==> src/rtl/div_seq_unit.sv <==
// div_seq_unit: multicycle signed restoring divider, one quotient bit per clock.
// A zero divisor finishes in a single cycle and raises data_exception.
// Optional build macro: DIV_REMAINDER_EN adds the data_remainder output.
//
// state  | meaning
// -------+--------------------------------------------------------------
// S_IDLE | waiting for ctrl_div; operands sampled on the start edge
// S_RUN  | one shift/subtract step per cycle, WIDTH steps in total
// S_DONE | result valid, data_resultRDY high for this single cycle

module div_seq_unit #(
    parameter int WIDTH = 32
) (
    input  logic             clock,
    input  logic             reset_n,
    input  logic             ctrl_div,
    input  logic [WIDTH-1:0] data_operandA,
    input  logic [WIDTH-1:0] data_operandB,
    output logic [WIDTH-1:0] data_result,
    output logic             data_exception,
    output logic             data_resultRDY,
    output logic             busy
`ifdef DIV_REMAINDER_EN
    ,
    output logic [WIDTH-1:0] data_remainder
`endif
);

    localparam int CW = $clog2(WIDTH) + 1;
    localparam logic [CW-1:0] CNT_LAST = CW'(WIDTH - 1);
    localparam logic [CW-1:0] CNT_ONE  = CW'(1);

    typedef enum logic [1:0] {
        S_IDLE,
        S_RUN,
        S_DONE
    } state_t;

    state_t state, state_nxt;

    logic [CW-1:0]    cnt;
    logic [WIDTH-1:0] quo, quo_nxt;
    logic [WIDTH:0]   rem, rem_nxt;
    logic [WIDTH:0]   div_abs;
    logic [WIDTH+1:0] rem_sh;
    logic [WIDTH-1:0] a_abs;
    logic [WIDTH:0]   b_ext, b_abs;
    logic             sign_q;
    logic             div_zero;
    logic             start;
`ifdef DIV_REMAINDER_EN
    logic             a_neg;
`endif

    // Operand magnitudes; |A| fits WIDTH bits unsigned, |B| is kept WIDTH+1 wide.
    always_comb begin
        a_abs    = data_operandA[WIDTH-1] ? -data_operandA : data_operandA;
        b_ext    = {data_operandB[WIDTH-1], data_operandB};
        b_abs    = b_ext[WIDTH] ? -b_ext : b_ext;
        div_zero = (data_operandB == '0);
        start    = (state == S_IDLE) && ctrl_div;
    end

    // One restoring step: shift the dividend MSB into rem, subtract if it fits.
    always_comb begin
        rem_sh = {rem, quo[WIDTH-1]};
        if (rem_sh >= {1'b0, div_abs}) begin
            rem_nxt = rem_sh[WIDTH:0] - div_abs;
            quo_nxt = {quo[WIDTH-2:0], 1'b1};
        end else begin
            rem_nxt = rem_sh[WIDTH:0];
            quo_nxt = {quo[WIDTH-2:0], 1'b0};
        end
    end

    // State register.
    always_ff @(posedge clock or negedge reset_n) begin
        if (!reset_n) begin
            state <= S_IDLE;
        end else begin
            state <= state_nxt;
        end
    end

    // Next-state and status outputs.
    always_comb begin
        state_nxt      = state;
        data_resultRDY = 1'b0;
        busy           = 1'b0;
        case (state)
            S_IDLE: begin
                if (ctrl_div) begin
                    state_nxt = div_zero ? S_DONE : S_RUN;
                end
            end
            S_RUN: begin
                busy = 1'b1;
                if (cnt == CNT_LAST) begin
                    state_nxt = S_DONE;
                end
            end
            S_DONE: begin
                busy           = 1'b1;
                data_resultRDY = 1'b1;
                state_nxt      = S_IDLE;
            end
            default: state_nxt = S_IDLE;
        endcase
    end

    // Datapath: operand capture, iteration, and result write on the final step.
    always_ff @(posedge clock or negedge reset_n) begin
        if (!reset_n) begin
            cnt            <= '0;
            quo            <= '0;
            rem            <= '0;
            div_abs        <= '0;
            sign_q         <= 1'b0;
            data_result    <= '0;
            data_exception <= 1'b0;
`ifdef DIV_REMAINDER_EN
            a_neg          <= 1'b0;
            data_remainder <= '0;
`endif
        end else if (start) begin
            cnt            <= '0;
            quo            <= a_abs;
            rem            <= '0;
            div_abs        <= b_abs;
            sign_q         <= data_operandA[WIDTH-1] ^ data_operandB[WIDTH-1];
            data_exception <= div_zero;
`ifdef DIV_REMAINDER_EN
            a_neg          <= data_operandA[WIDTH-1];
`endif
            if (div_zero) begin
                data_result <= '0;
`ifdef DIV_REMAINDER_EN
                data_remainder <= data_operandA;
`endif
            end
        end else if (state == S_RUN) begin
            quo <= quo_nxt;
            rem <= rem_nxt;
            cnt <= cnt + CNT_ONE;
            if (cnt == CNT_LAST) begin
                data_result <= sign_q ? -quo_nxt : quo_nxt;
`ifdef DIV_REMAINDER_EN
                data_remainder <= a_neg ? -rem_nxt[WIDTH-1:0] : rem_nxt[WIDTH-1:0];
`endif
            end
        end
    end

endmodule

==> config.mk <==
export PLATFORM = sky130hd
export DESIGN_NAME = div_seq_unit
export DESIGN_NICKNAME = d
export VERILOG_FILES = /design/src/rtl/div_seq_unit.sv
export SDC_FILE = /design/constraint.sdc
export NUM_CORES = 1
export LEC_CHECK = 0
export CORE_MARGIN = 2
export CORE_UTILIZATION = 58
export DETAILED_ROUTE_END_ITERATION = 8
export GPL_TIMING_DRIVEN = 0
export PLACE_DENSITY = 0.91
export SYNTH_ARGS = -nofsm -noshare
export SYNTH_HDL_FRONTEND = slang
export SYNTH_SLANG_ARGS = --single-unit
==> constraint.sdc <==
create_clock -name clock -period 4.5 [get_ports clock]
set_input_delay 0.9 -clock clock [delete_from_list [all_inputs] [get_ports clock]]
set_output_delay 0.9 -clock clock [all_outputs]
set_load 0.01 [all_outputs]
==> results of run 1 <==
==> flip-flops by register name, indices dropped and copies added (netlist names) <==
| name | flops |
|---|---|
| div_abs | 33 |
| data_exception | 1 |
| quo | 32 |
| sign_q | 1 |
| cnt | 6 |
| data_result | 32 |
| state | 2 |
| rem | 33 |
==> worst register-to-register path: stages, from the launching register on <==
cell and delay, ps:
dfrtp_1 400, inv_1 80, ha_2 330, and4_1 240
and4_2 300, a311oi_2 300, o21ai_1 120, a21oi_2 160
and2_4 200, buf_6 230, ha_1 230, nand2_1 130
or3_4 400, or2_4 280, nand2b_4 180, o31ai_2 240
xor2_1 210, o21ai_1 80
==> logic make-up after synthesis <==
kind of cell               count (synthesis)  synth area share (%)
AOI/OAI and AO/OA                        352                  22.4
xor gates and xnor gates                 120                  10.8
adders and majority gates                 41                  5.33
buffers and inverters                    115                  4.72
DFF                                      140                  35.9
muxes                                     39                  4.04
and+or+nand+nor                          329                  16.8
==> placed cells by master, fill, tap and decap left out, types with 36 or more instances in the layout <==
master | synthesis | routed
dfrtp_1 | 140 | 140
ha_1 | 40 | 36
nand2_1 | 144 | 144
mux2i_1 | 36 | 36
o21ai_0 | 118 | 115
nor2_1 | 61 | 61
a21oi_1 | 70 | 68
clkbuf_1 | 49 | 46
xor2_1 | 76 | 76
o31ai_1 | 36 | 36
inv_1 | 51 | 51
clkdlybuf4s50_1 | 0 | 100
xnor2_1 | 44 | 44
==> power by group <==
group          leakage [nW]  total [W]  switching, W  internal [W]
Combinational          2.91    0.00509       0.00310       0.00199
Clock                 0.284    0.00141      0.000666      0.000746
Sequential             1.72    0.00217      0.000484       0.00168
==> final cells by class <==
class	count	area, um2
clock buffer	17	425
clock inverter	15	169
sequential	140	3500
tap	220	275
inverter	51	191
timing repair buffer	104	1050
multi-input combinational	881	5820
fill	1187	4820
buffer	60	259
==> cell usage after synthesis (12+ instances only) <==
cell type / instances / area (um2)
clkbuf_1: 49 / 184
or4_1: 14 / 105
inv_1: 51 / 191
o41ai_1: 12 / 105
o31ai_1: 36 / 270
o21ai_0: 118 / 591
nand4_1: 15 / 93.8
nor2_1: 61 / 229
mux2i_1: 36 / 360
xnor2_1: 44 / 385
a21oi_1: 70 / 350
dfrtp_1: 140 / 3500
ha_1: 40 / 500
o21ai_1: 24 / 120
a211oi_1: 20 / 150
xor2_1: 76 / 666
nand2_1: 144 / 541
==> stage by stage <==
stage	total power (W)	instance area [um2]	utilization [%]	std cells	hold slack (ps)
6_report	0.00867	11700	70.8	1488	447
3_5_place_dp	0.00698	11100	67.0	1458	473
2_1_floorplan	0.00564	9760	-	1136	450
4_1_cts	0.00851	11700	70.8	1490	475
3_3_place_gp	0.00679	11000	66.8	1457	463
5_1_grt	0.00925	11700	70.8	1488	494
==> worst paths after layout <==
check                                           start                           to
max                           div_abs[20]$_DFFE_PN0P_  data_result[28]$_DFFE_PN0P_
max reg2reg                   div_abs[20]$_DFFE_PN0P_  data_result[28]$_DFFE_PN0P_
min                                           reset_n       div_abs[3]$_DFFE_PN0P_
max in group asynchronous                     reset_n  data_result[22]$_DFFE_PN0P_
min in group clock         data_result[6]$_DFFE_PN0P_   data_result[6]$_DFFE_PN0P_
min reg2reg                data_result[6]$_DFFE_PN0P_   data_result[6]$_DFFE_PN0P_
==> per-layer routing <==
layer | share of wire (%) | routed length, um
met3 | 9.5 | 2730
met4 | 2.3 | 651
met5 | 0 | 0
met1 | 42 | 12100
met2 | 46 | 13300
==> what timing repair did <==
item                                    in CTS  in global routing
resized for setup                            9                  9
endpoints found under the setup margin       9                  7
setup buffers                                1                  1
hold buffers                                 0                  0
hold endpoints to repair                     0                  0
pin swaps                                    0                  3
==> reports/metrics.yaml, run 1 <==
global_route:
  grt_util_met3_pct: 8.07
  grt_usage_pct: 33.0
  use_met1_pct: 44.9
  antenna_found_initial: 0
  gr-max-usage-layer: "met2"
  gr-usage-met2_pct: 52.3
  grt_max_degree: 78
  grt_pass1_wl_mm: 46.8
  grt-ovfl-total: 0
  first_global_vias: 9058
floorplanning:
  core_area_mm2: 0.0165
  dieArea_mm2: 0.0179
  row_count: 47
  die_height_um: 134
  io_pins: 102
  die_w_um: 134
  start_util_pct: 59.0
synthesis:
  synth_cells: 1136
  yosysWarnings: 0
  seq_area_frac_synth_pct: 35.9
  syn_nets: 1244
  ys_ff_latch: 140
  yosysUniqueCellTypes: 68
  synth-edff-count: 0
  async_reset_ff_share_pct: 100
  avgSynthCellArea_um2: 8.59
  syn_area_mm2: 0.00976
  synth-main-ff-cell: "dfrtp_1"
clock_network:
  path_clk_slew_ps: 70
  clockBufferDepth: 2
  clock_sinks: 140
  clk_latency_ps: 440
  cts_root_buf: "clkbuf_16"
  tritoncts: "built"
  h-tree-depth: 4
  cts-buffers-inserted: 17
sta:
  fin_ws_ps: 268
  fin_skew_ps: 10.3
  rsz0062_at_grt: "no"
  setup_tns_ps: 0
  max-slew-margin-rel_pct: 45.4
  worst_pin_slew_ps: 819
  fin_crit_ps: 4230
  setup_viol: 0
  max_freq_mhz: 236
  post-route-period-util_pct: 94.0
  finalHoldViolCount: 0
  maxSlewViolCount: 0
final_layout:
  syn_to_final_growth_pct: 19.9
  diodes: 0
  layout-drive-gt1-share_pct: 6.47
  nNetsFinal: 1363
power_and_ir_drop:
  p_leak_nw: 4.91
  pwr_density_cell_mw_per_mm2: 741
  vdd_drop_max_uv: 406
critical_path:
  cpPeakStageDelay_ps: 400
  endpoint_kind: "register"
  crit_slowest_cell: "dfrtp_1"
  rrSetupSlack_ps: 270
  crit_path_start_kind: "register"
  cp_top_family: "simple AND/OR/NAND/NOR gates"
  critPathKind: "register to register"
  path_cells: "inv_1, ha_2, and4_1, and4_2, a311oi_2, o21ai_1, a21oi_2, and2_4, buf_6, ha_1, nand2_1, or3_4, or2_4, nand2b_4, o31ai_2, xor2_1, o21ai_1"
  critPathBufInv: 2
  cp.required_ps: 4810
  critical_path.most_common_cell: "o21ai_1"
  cp.arrival_ps: 4540
  worstSetupPathDepth: 17
  r2r_cells: 17
  crit_fanout: 19
placed_design:
  io_buffers: 101
  post-place-ws_ps: -629
  globalplace.congestion: 0.955
  hpwl_mm: 21.0
route:
  vias: 9351
  drtIter0Drc: 1118
  dr.pass1.iters: 6
  totalWireLength_mm: 28.7
  antenna_left: 0
  routedWlPerCell_um: 19.3
  drc: 0
  viasPerCell: 6.28
flow_run:
  maxCapViolations: 0
outcome:
  outcome: "finished, final reports clean"
min_path:
  hold_class: "input port to async pin"
Power figures use the tool's default switching activity.
==> run 2: changes to the inputs <==
--- a/config.mk
+++ b/config.mk
@@ -5,11 +5,14 @@
 export SDC_FILE = /design/constraint.sdc
 export NUM_CORES = 1
 export LEC_CHECK = 0
+export CAP_MARGIN = 20
 export CORE_MARGIN = 2
 export CORE_UTILIZATION = 58
 export DETAILED_ROUTE_END_ITERATION = 8
 export GPL_TIMING_DRIVEN = 0
+export HOLD_SLACK_MARGIN = 0.02
 export PLACE_DENSITY = 0.91
+export SKIP_LAST_GASP = 1
 export SYNTH_ARGS = -nofsm -noshare
 export SYNTH_HDL_FRONTEND = slang
 export SYNTH_SLANG_ARGS = --single-unit
==> run 2 against run 1 <==
  * Cell count is the same
  * Utilization is the same
  * Largest power group unchanged
  * Highest routed layer unchanged
  * Clock power is essentially flat
  * First-iteration DRC count is the same
  * Total power is the same
  * Critical path depth is the same
  * Worst hold slack is the same
==> reports/metrics.yaml, run 2 (same netlist as run 1, synthesis figures left out) <==
final_layout:
  diodes: 0  # unchanged
  stdcell_count: 1488  # unchanged
  nNetsFinal: 1363  # unchanged
  layout-drive-gt1-share_pct: 6.47  # unchanged
  reg_top3: "div_abs x33, rem x33"  # unchanged
  syn_to_final_growth_pct: 19.9  # unchanged
  final_common_cell: "nand2_1"  # unchanged
  fill_cells: 1187  # unchanged
  layout_common_cells: "nand2_1 (144), dfrtp_1 (140), o21ai_0 (115), clkdlybuf4s50_1 (100), xor2_1 (76)"  # unchanged
  final_core_util_pct: 70.8  # unchanged
global_route:
  grt_max_degree: 78  # unchanged
  grt_pass1_wl_mm: 46.8  # unchanged
  antenna_found_initial: 0  # unchanged
  grt-ovfl-total: 0  # unchanged
  grt_usage_pct: 33.0  # unchanged
  first_global_vias: 9058  # unchanged
route:
  vias: 9351  # unchanged
  routedWlPerCell_um: 19.3  # unchanged
  antenna_left: 0  # unchanged
  dr.pass1.iters: 6  # unchanged
  totalWireLength_mm: 28.7  # unchanged
  drc: 0  # unchanged
  drtIter0Drc: 1118  # unchanged
  viasPerCell: 6.28  # unchanged
placed_design:
  io_buffers: 101  # unchanged
  globalplace.congestion: 0.955  # unchanged
  place_inst: 1458  # unchanged
  hpwl_mm: 21.0  # unchanged
floorplanning:
  row_count: 47  # unchanged
  core_area_mm2: 0.0165  # unchanged
  die_height_um: 134  # unchanged
  dieArea_mm2: 0.0179  # unchanged
  die_w_um: 134  # unchanged
  io_pins: 102  # unchanged
  start_util_pct: 59.0  # unchanged
sta:
  rsz0062_at_grt: "no"  # unchanged
  finalHoldViolCount: 0  # unchanged
  fin_crit_ps: 4230  # unchanged
  maxSlewViolCount: 0  # unchanged
  max-slew-margin-rel_pct: 45.4  # unchanged
  max_freq_mhz: 236  # unchanged
  fin_skew_ps: 10.3  # unchanged
  post-route-period-util_pct: 94.0  # unchanged
  setup_viol: 0  # unchanged
  worst_pin_slew_ps: 819  # unchanged
clock_network:
  cts-buffers-inserted: 17  # unchanged
  clockBufferDepth: 2  # unchanged
  h-tree-depth: 4  # unchanged
  clk_latency_ps: 440  # about the same
  path_clk_slew_ps: 70  # about the same
  ctsHoldBuffers: 0  # unchanged
  cts_root_buf: "clkbuf_16"  # unchanged
  tritoncts: "built"  # unchanged
  clock_sinks: 140  # unchanged
min_path:
  hold_class: "input port to async pin"  # unchanged
critical_path:
  cp.arrival_ps: 4540  # about the same
  cpPeakStageDelay_ps: 400  # about the same
  endpoint_kind: "register"  # unchanged
  cp_top_family: "simple AND/OR/NAND/NOR gates"  # unchanged
  crit_fanout: 19  # unchanged
  cp.required_ps: 4810  # about the same
  crit_path_start_kind: "register"  # unchanged
  path_cells: "inv_1, ha_2, and4_1, and4_2, a311oi_2, o21ai_1, a21oi_2, and2_4, buf_6, ha_1, nand2_1, or3_4, or2_4, nand2b_4, o31ai_2, xor2_1, o21ai_1"  # unchanged
  critPathBufInv: 2  # unchanged
  crit_slowest_cell: "dfrtp_1"  # unchanged
  critical_path.most_common_cell: "o21ai_1"  # unchanged
  critPathKind: "register to register"  # unchanged
power_and_ir_drop:
  pwr_density_cell_mw_per_mm2: 741  # unchanged
  vdd_drop_max_uv: 406  # unchanged
  p_total_w: 0.00867  # unchanged
  p_leak_nw: 4.91  # unchanged
outcome:
  outcome: "finished, final reports clean"  # unchanged
flow_run:
  maxCapViolations: 0  # unchanged
## run 2: cell type report
cell class	count	area, um2	area share (%)
Buffer	60	259	2.21
Timing Repair Buffer	104	1050	9.01
Clock inverter	15	169	1.44
Multi-Input combinational cell	881	5820	49.8
Tap cell	220	275	2.35
Clock buffer	17	425	3.64
Inverter	51	191	1.64
Sequential cell	140	3500	29.9
## run 2: power breakdown
part | switching [W] | leakage, nW | internal (W)
combinational | 0.00310 | 2.91 | 0.00199
clock | 0.000666 | 0.284 | 0.000746
sequential | 0.000484 | 1.72 | 0.00168
## run 2: routing by layer
metal	vias to the layer above	global-route usage (%)	part of all wire, %
li1	4318	-	-
met3	80	8.07	9.5
met1	4458	44.9	42
met5	-	0	0
met2	495	52.3	46
met4	0	10.5	2.3
## run 2: final timing paths
| path | slack [ps] | start | to | cells after the start |
|---|---|---|---|---|
| min | 450 | reset_n | div_abs[3]$_DFFE_PN0P_ | 1 |
| max reg2reg | 270 | div_abs[20]$_DFFE_PN0P_ | data_result[28]$_DFFE_PN0P_ | 17 |
| max in group asynchronous | 3250 | reset_n | data_result[22]$_DFFE_PN0P_ | 2 |
| max | 270 | div_abs[20]$_DFFE_PN0P_ | data_result[28]$_DFFE_PN0P_ | 17 |
| min reg2reg | 480 | data_result[6]$_DFFE_PN0P_ | data_result[6]$_DFFE_PN0P_ | 2 |
| min in group clock | 480 | data_result[6]$_DFFE_PN0P_ | data_result[6]$_DFFE_PN0P_ | 2 |
## run 2: worst reg2reg max path, delay by kind of cell, from the launching register on
kind	cells	cell delay (ps)
AOI/OAI and AO/OA	5	900
buffers and inverters	2	310
DFF	1	400
xor gates and xnor gates	1	210
adders and majority gates	2	560
and+or+nand+nor	7	1730
## run 2: what timing repair did
action,in CTS,in global routing
resized for setup,9,9
pin swaps,0,3
buffers inserted,1,1
setup endpoints to repair,9,7
## run 2: metrics by stage
| step | hold WS, ps | area (um2) | setup TNS, ps | worst slack, ps |
|---|---|---|---|---|
| CTS | 475 | 11700 | 0 | 14.6 |
| detailed placement | 473 | 11100 | -4400 | -629 |
| global placement | 463 | 11000 | -409790 | -2920 |
| global route | 494 | 11700 | 0 | 30.2 |
| finish | 447 | 11700 | 0 | 268 |
| floorplan | 450 | 9760 | 0 | 361 |
==> run 3: changes to the inputs <==
--- a/config.mk
+++ b/config.mk
@@ -7,11 +7,11 @@
 export LEC_CHECK = 0
 export CAP_MARGIN = 20
 export CORE_MARGIN = 2
-export CORE_UTILIZATION = 58
+export CORE_UTILIZATION = 45
 export DETAILED_ROUTE_END_ITERATION = 8
 export GPL_TIMING_DRIVEN = 0
 export HOLD_SLACK_MARGIN = 0.02
-export PLACE_DENSITY = 0.91
+export PLACE_DENSITY = 0.76
 export SKIP_LAST_GASP = 1
 export SYNTH_ARGS = -nofsm -noshare
 export SYNTH_HDL_FRONTEND = slang
==> constraint.sdc (replaced) <==
create_clock -name clock -period 4.5 [get_ports clock]
set_input_delay 1.125 -clock clock [delete_from_list [all_inputs] [get_ports clock]]
set_output_delay 1.125 -clock clock [all_outputs]
set_load 0.01 [all_outputs]
==> run 3 against run 2 <==
  * Clock power about the same
  * Clock skew rose by 3.4 ps
  * Largest power group unchanged
  * Sequential cell count did not move
  * Largest cell class unchanged
==> reports/metrics.yaml, run 3 (same netlist as run 1, synthesis figures left out) <==
placed_design:
  globalplace.congestion: 0.935  # was 0.955
  hpwl_mm: 21.3  # was 21.0 mm
  io_buffers: 101  # unchanged
  place_area_mm2: 0.0111  # about the same
  place_inst: 1513  # was 1458
clock_network:
  path_clk_slew_ps: 70  # about the same
  ctsHoldBuffers: 0  # unchanged
  clock_sinks: 140  # unchanged
  cts-buffers-inserted: 17  # unchanged
  tritoncts: "built"  # unchanged
  cts_root_buf: "clkbuf_16"  # unchanged
  h-tree-depth: 4  # unchanged
  clk_latency_ps: 430  # was 440 ps
  clockBufferDepth: 2  # unchanged
final_layout:
  syn_to_final_growth_pct: 20.8  # was 19.9%
  final_common_cell: "nand2_1"  # unchanged
  finalInstanceArea_mm2: 0.0118  # was 0.0117 mm2
  final_core_util_pct: 55.7  # was 70.8%
  layout_common_cells: "nand2_1 (143), dfrtp_1 (140), o21ai_0 (115), clkdlybuf4s50_1 (100), xor2_1 (76)"  # was nand2_1 (144), dfrtp_1 (140), o21ai_0 (115), clkdlybuf4s50_1 (100), xor2_1 (76)
  fill_cells: 1913  # was 1187
  layout-drive-gt1-share_pct: 6.54  # was 6.47%
  diodes: 0  # unchanged
  nNetsFinal: 1364  # was 1363
  reg_top3: "div_abs x33, rem x33"  # unchanged
  stdcell_count: 1544  # was 1488
power_and_ir_drop:
  p_leak_nw: 4.92  # was 4.91 nW
  p_total_w: 0.00859  # was 0.00867 W
  pwr_density_cell_mw_per_mm2: 728  # was 741 mW/mm2
  vdd_drop_max_uv: 462  # was 406 uV
global_route:
  use_met1_pct: 34.1  # was 44.9%
  first_global_vias: 8533  # was 9058
  gr-usage-met2_pct: 40.9  # was 52.3%
  grt_pass1_wl_mm: 44.9  # was 46.8 mm
  grt_usage_pct: 25.1  # was 33.0%
  grt_util_met3_pct: 4.31  # was 8.07%
  grt_max_degree: 100  # was 78
  grt-ovfl-total: 0  # unchanged
  gr-max-usage-layer: "met2"  # unchanged
  antenna_found_initial: 0  # unchanged
floorplanning:
  core_area_mm2: 0.0212  # was 0.0165 mm2
  start_util_pct: 46.1  # was 59.0%
  die_height_um: 151  # was 134 um
  dieArea_mm2: 0.0229  # was 0.0179 mm2
  row_count: 53  # was 47
  io_pins: 102  # unchanged
  die_w_um: 151  # was 134 um
critical_path:
  critPathBufInv: 3  # was 2
  crit_fanout: 10  # was 19
  crit_path_start_kind: "register"  # unchanged
  cpPeakStageDelay_ps: 420  # was 400 ps
  cp.arrival_ps: 4660  # was 4540 ps
  crit_slowest_cell: "dfrtp_1"  # unchanged
  critPathKind: "register to register"  # unchanged
  endpoint_kind: "register"  # unchanged
  cp.required_ps: 4800  # was 4810 ps
  cp_top_family: "simple AND/OR/NAND/NOR gates"  # unchanged
  path_cells: "ha_2, and4_1, and4_1, clkbuf_1, a311oi_1, o21ai_1, a21oi_2, and2_4, buf_6, buf_6, ha_1, nand2_2, or3_4, or2_4, nand2b_4, o31ai_2, xor2_1, o21ai_1"  # was inv_1, ha_2, and4_1, and4_2, a311oi_2, o21ai_1, a21oi_2, and2_4, buf_6, ha_1, nand2_1, or3_4, or2_4, nand2b_4, o31ai_2, xor2_1, o21ai_1
sta:
  fin_crit_ps: 4350  # was 4230 ps
  post-route-period-util_pct: 96.8  # was 94.0%
  finalHoldViolCount: 0  # unchanged
  max_freq_mhz: 230  # was 236 MHz
  setup_tns_ps: 0  # unchanged
  fin_skew_ps: 13.7  # was 10.3 ps
  max-slew-margin-rel_pct: 50.4  # was 45.4%
  maxSlewViolCount: 0  # unchanged
  setup_viol: 0  # unchanged
  worst_pin_slew_ps: 744  # was 819 ps
outcome:
  outcome: "finished, final reports clean"  # unchanged
route:
  antenna_left: 0  # unchanged
  dr.pass1.iters: 5  # was 6
  totalWireLength_mm: 28.0  # was 28.7 mm
  routedWlPerCell_um: 18.1  # was 19.3 um
  vias: 9006  # was 9351
  drc: 0  # unchanged
  viasPerCell: 5.83  # was 6.28
  drtIter0Drc: 757  # was 1118
flow_run:
  maxCapViolations: 0  # unchanged
min_path:
  hold_class: "register to register"  # was input port to async pin
run 3: where the power goes:
group | switching (W) | total [W] | internal, W
combinational | 0.00301 | 0.00502 | 0.00201
sequential | 0.000464 | 0.00215 | 0.00168
clock | 0.000668 | 0.00142 | 0.000749
total | 0.00415 | 0.00859 | 0.00444
run 3: per-layer routing:
metal	up-vias	wire length (um)
li1	4320	-
met1	4337	12500
met2	295	13000
met3	54	1790
met4	0	676
met5	-	0
run 3: repair_timing:
action                     4_1_cts  5_1_grt
setup endpoints to repair       11        7
setup buffers                    2        0
gates resized for setup          8       10
pin swaps                        1        1
run 3: final cells by class:
cell class                      count  area [um2]  area share [%]
Buffer                             61         270            2.29
Clock buffer                       17         425            3.61
Clock inverter                     15         179            1.52
Inverter                           51         191            1.62
Multi-Input combinational cell    881        5820            49.4
Sequential cell                   140        3500            29.7
Tap cell                          275         344            2.92
Timing Repair Buffer              104        1050            8.95
run 3: worst paths after layout:
path                                          from                     endpoint  slack (ps)  depth (start not counted)
max                            rem[18]$_DFFE_PN0P_  data_result[28]$_DFFE_PN0P_         150                         18
min                        div_abs[19]$_DFFE_PN0P_      div_abs[19]$_DFFE_PN0P_         480                          2
max reg2reg                    rem[18]$_DFFE_PN0P_  data_result[28]$_DFFE_PN0P_         150                         18
min reg2reg                div_abs[19]$_DFFE_PN0P_      div_abs[19]$_DFFE_PN0P_         480                          2
max in group asynchronous                  reset_n   data_result[9]$_DFFE_PN0P_        3060                          2
min in group asynchronous                  reset_n       div_abs[8]$_DFFE_PN0P_         600                          1
run 3: tightest hold or removal path, stage by stage (launching register included):
cell and delay (ps):
dfrtp_1 340, nand2_1 50, o21ai_0 60
run 3: stage by stage:
stage,setup slack [ps],hold slack (ps)
final,145,481
after CTS,19.0,487
after global routing,-6.40,496
after global placement,-3330,465
after detailed placement,-773,470
after floorplan,361,450
